<file path="src/rtl/muldiv_sched.sv">
// muldiv_sched: sequencer for the shared iterative multiplier/divider.
// Ports: req_* in (valid/ready), mul_*/div_* to units, resp_* out, flush, busy.
module muldiv_sched #(
    parameter int XLEN = 64,
    parameter int CW   = 128
) (
    input  logic            clk,
    input  logic            reset,
    input  logic            req_valid,
    output logic            req_ready,
    input  logic [1:0]      req_kind,
    input  logic            req_signed,
    input  logic            req_word,
    input  logic [XLEN-1:0] req_a,
    input  logic [XLEN-1:0] req_b,
    input  logic            flush,
    output logic            mul_valid,
    output logic [XLEN-1:0] mul_a,
    output logic [XLEN-1:0] mul_b,
    input  logic            mul_done,
    input  logic [CW-1:0]   mul_c,
    output logic            div_valid,
    output logic            div_word,
    output logic [XLEN-1:0] div_a,
    output logic [XLEN-1:0] div_b,
    input  logic            div_done,
    input  logic [CW-1:0]   div_c,
    output logic            resp_valid,
    input  logic            resp_ready,
    output logic [XLEN-1:0] resp_data,
    output logic            busy
);

    typedef enum logic [2:0] {
        IDLE, MUL_WAIT, DIV_WAIT, RESP, DRAIN
    } state_t;

    state_t          r_state, w_next;
    logic [1:0]      r_kind;
    logic            r_signed, r_word, r_is_div;
    logic            r_mul_valid, r_div_valid;
    logic [XLEN-1:0] r_a, r_b, r_da, r_db, r_resp_data;

    logic            w_accept, w_is_div, w_rem;
    logic            w_sa, w_sb, w_bzero, w_ovf, w_fast;
    logic [XLEN-1:0] w_a_sx, w_fast_data, w_am, w_bm;
    logic            w_ra_s, w_rb_s;
    logic [XLEN-1:0] w_q, w_r, w_qs, w_rs, w_dsel;
    logic [XLEN-1:0] w_div_res, w_mul_res;
    logic            w_unused;

    assign w_unused = ^mul_c[CW-1:XLEN];

    // request decode
    assign w_accept = (r_state == IDLE) & req_valid & ~flush;
    assign w_is_div = (req_kind == 2'b01) | (req_kind == 2'b10);
    assign w_rem    = (req_kind == 2'b10);
    assign w_sa     = req_word ? req_a[31] : req_a[XLEN-1];
    assign w_sb     = req_word ? req_b[31] : req_b[XLEN-1];
    assign w_bzero  = req_word ? (req_b[31:0] == 32'd0)
                               : (req_b == '0);
    assign w_ovf    = req_signed & (req_word
        ? ((req_a[31:0] == 32'h8000_0000) & (&req_b[31:0]))
        : ((req_a == {1'b1, {(XLEN-1){1'b0}}}) & (&req_b)));
    assign w_fast   = w_is_div & (w_bzero | w_ovf);
    assign w_a_sx   = {{(XLEN-32){req_a[31]}}, req_a[31:0]};

    // divide-by-zero wins over overflow (b=0 cannot be -1 anyway)
    always_comb begin
        w_fast_data = '0;
        if (w_bzero)
            w_fast_data = w_rem ? (req_word ? w_a_sx : req_a) : '1;
        else if (!w_rem)
            w_fast_data = req_word ? w_a_sx : req_a;
    end

    // magnitudes; low 32 bits of a 64-bit negate equal the 32-bit negate
    always_comb begin
        w_am = (req_signed & w_sa) ? -req_a : req_a;
        w_bm = (req_signed & w_sb) ? -req_b : req_b;
        if (req_word) begin
            w_am = {{(XLEN-32){1'b0}}, w_am[31:0]};
            w_bm = {{(XLEN-32){1'b0}}, w_bm[31:0]};
        end
    end

    // divider result sign correction
    assign w_ra_s = r_word ? r_a[31] : r_a[XLEN-1];
    assign w_rb_s = r_word ? r_b[31] : r_b[XLEN-1];
    assign w_q = r_word ? {{(XLEN-32){1'b0}}, div_c[31:0]}
                        : div_c[XLEN-1:0];
    assign w_r = r_word ? {{(XLEN-32){1'b0}}, div_c[XLEN+31:XLEN]}
                        : div_c[CW-1:XLEN];
    assign w_qs = (r_signed & (w_ra_s ^ w_rb_s)) ? -w_q : w_q;
    assign w_rs = (r_signed & w_ra_s) ? -w_r : w_r;
    assign w_dsel = (r_kind == 2'b10) ? w_rs : w_qs;
    assign w_div_res = r_word
        ? {{(XLEN-32){w_dsel[31]}}, w_dsel[31:0]} : w_dsel;
    assign w_mul_res = r_word
        ? {{(XLEN-32){mul_c[31]}}, mul_c[31:0]} : mul_c[XLEN-1:0];

    always_comb begin
        w_next = r_state;
        unique case (r_state)
            IDLE: begin
                if (w_accept) begin
                    if (!w_is_div)   w_next = MUL_WAIT;
                    else if (w_fast) w_next = RESP;
                    else             w_next = DIV_WAIT;
                end
            end
            MUL_WAIT: begin
                if (mul_done)   w_next = flush ? IDLE : RESP;
                else if (flush) w_next = DRAIN;
            end
            DIV_WAIT: begin
                if (div_done)   w_next = flush ? IDLE : RESP;
                else if (flush) w_next = DRAIN;
            end
            RESP: begin
                if (flush | resp_ready) w_next = IDLE;
            end
            DRAIN: begin
                if (r_is_div ? div_done : mul_done) w_next = IDLE;
            end
            default: w_next = IDLE;
        endcase
    end

    always_ff @(posedge clk or negedge reset) begin
        if (!reset) begin
            r_state     <= IDLE;
            r_kind      <= 2'b00;
            r_signed    <= 1'b0;
            r_word      <= 1'b0;
            r_is_div    <= 1'b0;
            r_mul_valid <= 1'b0;
            r_div_valid <= 1'b0;
            r_a         <= '0;
            r_b         <= '0;
            r_da        <= '0;
            r_db        <= '0;
            r_resp_data <= '0;
        end else begin
            r_state     <= w_next;
            r_mul_valid <= w_accept & ~w_is_div;
            r_div_valid <= w_accept & w_is_div & ~w_fast;
            if (w_accept) begin
                r_kind   <= req_kind;
                r_signed <= req_signed;
                r_word   <= req_word;
                r_is_div <= w_is_div;
                r_a      <= req_a;
                r_b      <= req_b;
                r_da     <= w_am;
                r_db     <= w_bm;
                if (w_fast) r_resp_data <= w_fast_data;
            end
            if ((r_state == MUL_WAIT) && mul_done && !flush)
                r_resp_data <= w_mul_res;
            if ((r_state == DIV_WAIT) && div_done && !flush)
                r_resp_data <= w_div_res;
        end
    end

    assign req_ready  = (r_state == IDLE);
    assign busy       = (r_state != IDLE);
    assign resp_valid = (r_state == RESP);
    assign resp_data  = r_resp_data;
    assign mul_valid  = r_mul_valid;
    assign mul_a      = r_a;
    assign mul_b      = r_b;
    assign div_valid  = r_div_valid;
    assign div_word   = r_word;
    assign div_a      = r_da;
    assign div_b      = r_db;

endmodule

</file>
<file path="config.mk">
export PLATFORM = sky130hd
export DESIGN_NAME = muldiv_sched
export DESIGN_NICKNAME = d
export VERILOG_FILES = /design/src/rtl/muldiv_sched.sv
export SDC_FILE = /design/constraint.sdc
export NUM_CORES = 1
export LEC_CHECK = 0
export ABC_AREA = 0
export BUFFER_PORTS_ARGS = -buffer_cell sky130_fd_sc_hd__buf_2
export CAP_MARGIN = 20
export CELL_PAD_IN_SITES_DETAIL_PLACEMENT = 2
export CELL_PAD_IN_SITES_GLOBAL_PLACEMENT = 2
export CORE_AREA = 2 2 285 287
export CTS_CLUSTER_SIZE = 40
export DETAILED_ROUTE_END_ITERATION = 12
export DIE_AREA = 0 0 287 289
export GPL_TIMING_DRIVEN = 0
export PLACE_DENSITY = 0.78
export SETUP_SLACK_MARGIN = 0.4
export SLEW_MARGIN = 20
export SYNTH_ARGS = -nofsm -noshare
export SYNTH_HDL_FRONTEND = slang
export SYNTH_SLANG_ARGS = --single-unit
</file>
<file path="constraint.sdc">
create_clock -name clk -period 2.6 [get_ports clk]
set_input_delay 0.39 -clock clk [delete_from_list [all_inputs] [get_ports clk]]
set_output_delay 0.39 -clock clk [all_outputs]
set_load 0.03 [all_outputs]
</file>
# Word level (Yosys, flattened, before mapping)
# Cells that the tools add are included.
[word_totals] ff_bits=330 input_bits=395 elab_cells=99
[classes] add_sub_neg=4 n_eq_ne=12 n_mux=36 n_bitwise=20 reduce_logical=15
[ops] op="64-bit two-way mux" count=19
[ops] op="64-bit negator" count=4
[ops] op="64-bit == test, second input constant" count=1
[ops] op="64-bit logical NOT" count=1
[ops] op="64-bit AND reduction" count=1
[ops] op="32-bit == test, second input constant" count=1
[ops] op="32-bit logical NOT" count=1
[ops] op="32-bit AND reduction" count=1
[ops] op="3-bit two-way mux" count=6
[ops] op="3-bit one-hot mux with 5 select lines" count=1
[ops] op="1-bit AND" count=13
[ops] op="3-bit nonzero test" count=3
[ops] op="1-bit two-way mux" count=8
[ops] op="3-bit by 2-bit == test with 1-bit output, second input constant" count=2
[ops] op="2-bit == test, second input constant" count=2
[ops] op="1-bit logical AND" count=4
[ops] op="2-bit two-way mux" count=2
[ops] op="2-bit by 1-bit inequality test with 1-bit output, second input constant" count=2
[ops] op="3-bit by 1-bit == test with 1-bit output, second input constant" count=1
[ops] op="3-bit == test, second input constant" count=1
[ops] op="3-bit logical NOT" count=1
[ops] op="1-bit NOT" count=3
[ops] op="1-bit bitwise OR" count=3
[ops] op="3-bit AND reduction" count=1
[ops] op="other kinds (5)" count=5

# Logic depth before layout (Yosys ltp)
[depth] ltp_word=10 depth_mapped=12 ltp_nobuf=10

# Worst setup path before layout
# Ideal clock, no wire load.
[synth_path] path_type="input-to-reg" from="input div_c[2]" to="register r_resp_data[35], in the netlist resp_data[35]" setup_ns=0.136 t_arrival_ns=2.749 path_slack_ns=-0.285 stages=8 cell_sequence="nor4_1 > nand3_1 > or3_1 > or2_1 > or4_1 > a311oi_1 > a31o_2 > o41ai_1"
[synth_via] elab_chain_cells=6
[synth_lines] item="start, declared" line="27" text="input logic [CW-1:0] div_c,"
[synth_lines] item="64-bit two-way mux" line="90" text="assign w_q = r_word ? {{(XLEN-32){1'b0}}, div_c[31:0]}"
[synth_lines] item="64-bit negator" line="94" text="assign w_qs = (r_signed & (w_ra_s ^ w_rb_s)) ? -w_q : w_q;"
[synth_lines] item="64-bit two-way mux" line="94"
[synth_lines] item="64-bit two-way mux" line="96" text="assign w_dsel = (r_kind == 2'b10) ? w_rs : w_qs;"
[synth_lines] item="64-bit two-way mux" line="98" text="? {{(XLEN-32){w_dsel[31]}}, w_dsel[31:0]} : w_dsel;"
[synth_lines] item="64-bit two-way mux" line="161" text="if ((r_state == DIV_WAIT) && div_done && !flush)"
[synth_lines] item="end signal, assigned" line="157" text="if (w_fast) r_resp_data <= w_fast_data;"
[synth_lines] item="end signal, assigned" line="160" text="r_resp_data <= w_mul_res;"
[synth_lines] item="end signal, assigned" line="162" text="r_resp_data <= w_div_res;"
[synth_lines] item="end, declared" line="42" text="logic [XLEN-1:0] r_a, r_b, r_da, r_db, r_resp_data;"
# No other way between the ends.
# A chain may end at the register's enable or synchronous reset.

# Worst setup path after layout
[layout_path] from="input req_b[59]" to="register r_resp_data[2], in the netlist resp_data[2]"
[layout_via] elab_chain_cells=8
[layout_lines] item="start, declared" line="15" text="input logic [XLEN-1:0] req_b,"
[layout_lines] item="64-bit AND reduction" line="64" text=": ((req_a == {1'b1, {(XLEN-1){1'b0}}}) & (&req_b)));"
[layout_lines] item="1-bit AND" line="64"
[layout_lines] item="1-bit two-way mux" line="63" text="? ((req_a[31:0] == 32'h8000_0000) & (&req_b[31:0]))"
[layout_lines] item="1-bit AND" line="62" text="assign w_ovf = req_signed & (req_word"
[layout_lines] item="1-bit bitwise OR" line="65" text="assign w_fast = w_is_div & (w_bzero | w_ovf);"
[layout_lines] item="1-bit AND" line="65"
[layout_lines] item="3-bit nonzero test (no source line)"
[layout_lines] item="2-bit AND reduction (no source line)"
# Parallel ways exist; a longest one is shown, timed or not. The select of a mux whose other input is x is not followed.

==> impl_metrics.py <==
metrics = {
    "yosys": {
        "syn_avg_cell_area_sq_um": 8.58,
        "synth_nets": 2808,
        "ys.flop_type": "dfrtp_1",
        "synthCells": 2407,
        "async_flop_share_pct": 100,
        "syn_area_sq_um": 20700,
        "ys_seq_area_share_pct": 39.7,
        "synthTopCellsByArea": "dfrtp_1 40%, o21ai_0 7.3%, xnor2_1 6.3%",
        "synth-seq-cells": 328,
        "yosysWarnings": 0,
        "synth_cell_types": 76,
        "yosys.cell_count.top_type": "dfrtp_1",
        "synthTopCellsByCount": "328 x dfrtp_1, 300 x o21ai_0, 283 x nand2_1, 165 x nor2_1, 160 x a21oi_1",
        "synth_edf_count": 0,
        "synth.top_cell.area_share_pct": 39.7,
        "yosysTopAreaCell": "dfrtp_1",
    },
    "global_routing": {
        "first_global_vias": 26900,
        "grt_max_degree": 93,
        "antenna_found_initial": 21,
        "grt_pass1_wl_um": 200000,
        "overflow": 0,
        "track_usage_pct": 33.2,
    },
    "layout": {
        "drive_gt1_share_pct": 51.1,
        "final_cell_area_sq_um": 34200,
        "final_cells": 4402,
        "multi_input_area_sq_um": 15100,
        "ff_latch_area_sq_um": 8210,
        "final_util_pct": 42.7,
        "nFillCells": 8558,
        "final_nets": 3696,
        "area_delta_synth_final_pct": 65.3,
    },
    "cts": {
        "cts_max_level": 2,
        "clock_path_buffers": 3,
        "numClockSinks": 328,
        "cts_root_buf": "clkbuf_16",
        "cts_tree": "done",
        "cts_inserted_buffers": 42,
        "clkTransAtPathRegs_ns": 0.06,
        "clkLatencyLatePin_ns": 0.58,
    },
    "critical_path": {
        "worstPathArrival_ns": 3.24,
        "setup.worst_path.class": "primary input to register",
        "cp-start-kind": "primary input",
        "reg2reg_depth": 11,
        "rrSetupSlack_ns": -0.10,
        "cp.required_ns": 3.10,
        "endpoint_kind": "register",
        "cp_max_fo": 7,
    },
    "floorplanning": {
        "fp.coreArea_sq_um": 79900,
        "initial_utilization_pct": 25.9,
        "rows": 104,
        "top_level_ports": 721,
        "die_w_um": 287,
        "die_h_um": 289,
        "die-area_sq_um": 82900,
    },
    "timing": {
        "finalHoldViolCount": 0,
        "slew_violations": 0,
        "grt_setup_unrepaired": "true",
        "tightest_slew_ns": 1.08,
        "setup_viol": 64,
        "fin_hold_ws_ns": 0.0659,
        "timing.slew.headroom_pct": 27.6,
        "max_freq_mhz": 365,
        "fin_ws_ns": -0.143,
        "finalCriticalPeriod_ns": 2.74,
        "fin_crit_sh_pct": 106,
        "skew_ns": 0.0306,
    },
    "placed_design": {
        "dpl.cell_count": 4121,
        "hpwlAfterDp_um": 106000,
        "gp_congestion": 0.958,
        "dpl_cell_area_sq_um": 26000,
        "io_buffer_count": 649,
    },
    "route": {
        "via_count": 25100,
        "avgRoutedWirePerCell_um": 34.0,
        "routed_wl_um": 150000,
        "first_pass_iters": 5,
        "drc": 0,
        "vias_per_cell": 5.71,
        "drtAntennaViolNets": 0,
        "drt_iter0_drc": 1663,
    },
    "pwr": {
        "p_per_area_nw_per_um2": 1210,
        "peakVddDrop_mv": 0.481,
        "power_w": 0.0413,
        "power_leakage_nw": 15.0,
    },
    "min_path": {
        "holdCritPathClass": "primary input to register",
        "whs_path_depth": 2,
    },
    "outcome": {
        "status": "finished, violations left",
        "violations": "negative setup slack",
    },
    "flow_run": {
        "cap_violations": 0,
    },
}
[flip-flops by register name, summed over array words and instances (netlist names)]
name / flops
r_is_div: 1
mul_b: 64
div_word: 1
r_kind: 2
div_valid: 1
r_state: 3
resp_data: 64
mul_a: 64
div_a: 63
r_signed: 1
mul_valid: 1
div_b: 63
[layer usage]
layer  track usage (%)  part of all wire [%]  up-vias
li1                  -                     -    10500
met3              5.97                   6.6      415
met5                 0                 0.043        -
met1              37.8                    37    12900
met2              60.7                    50     1300
met4              14.5                   6.1       10
[where the power goes]
part | leakage, nW | internal, W | switching, W
combinational | 10.2 | 0.00861 | 0.0163
sequential | 4.04 | 0.00759 | 0.00240
clock | 0.714 | 0.00372 | 0.00266
[layout by cell type (no fill, tap or decap), drive strengths merged, types with 67 or more instances in the layout]
cell	instances
nor2	166
nand2	284
a21oi	160
nor3	67
clkbuf	197
dfrtp	328
xnor2	148
mux2	96
o21ai	308
xor2	90
buf	859
[stage by stage]
| step | setup TNS [ns] | setup slack [ns] |
|---|---|---|
| 4_1_cts | -5.21 | -0.170 |
| 3_5_place_dp | -282.35 | -1.51 |
| 2_1_floorplan | -5.99 | -0.164 |
| 6_report | -4.64 | -0.143 |
| 5_1_grt | -7.59 | -0.228 |
| 3_3_place_gp | -2140.31 | -5.79 |
[final timing paths]
path	from	end
max	req_b[59]	resp_data[2]
min	req_b[57]	mul_b[57]
max reg2reg	div_word	resp_data[43]
min reg2reg	mul_b[32]	mul_b[32]
max in group asynchronous	reset	resp_data[13]
min in group asynchronous	reset	mul_b[52]
[area by class of cell]
type                    count  area share (%)
multi-input cells        1857            44.3
flip-flops and latches    328            24.0
repair buffers            844            17.2
plain buffers             158            5.54
well taps                1060            3.88
clock buffers              58            3.61
inverters                  64           0.714
clock inverters            16           0.623
diodes                     17           0.125
[repair_timing]
| action | in CTS | in global routing |
|---|---|---|
| hold buffers | 1 | 0 |
| buffers inserted | 107 | 36 |
| pin swaps | 198 | 118 |
| gates resized for setup | 766 | 479 |
| endpoints found under the hold margin | 66 | 0 |
| cloned | 37 | 9 |
| setup endpoints to repair | 329 | 328 |
[logic make-up after synthesis]
group / Yosys count / share of synthesized area, %
and+or+nand+nor: 765 / 17.9
AOI/OAI and AO/OA: 741 / 22.0
DFF: 328 / 39.7
xor gates and xnor gates: 238 / 10.1
buffers and inverters: 222 / 4.20
muxes: 106 / 5.72
adders and majority gates: 7 / 0.412
[worst max-delay path: stages]
cell,delay [ns]
buf_8,0.10
or4_4,0.54
or4_4,0.53
o41ai_4,0.24
buf_6,0.17
nor3b_4,0.22
buf_12,0.14
or2_1,0.11
buf_6,0.13
buf_12,0.14
buf_12,0.12
a21oi_4,0.03
o211ai_1,0.21
o21a_1,0.15
(Power assumes the default switching activity.)
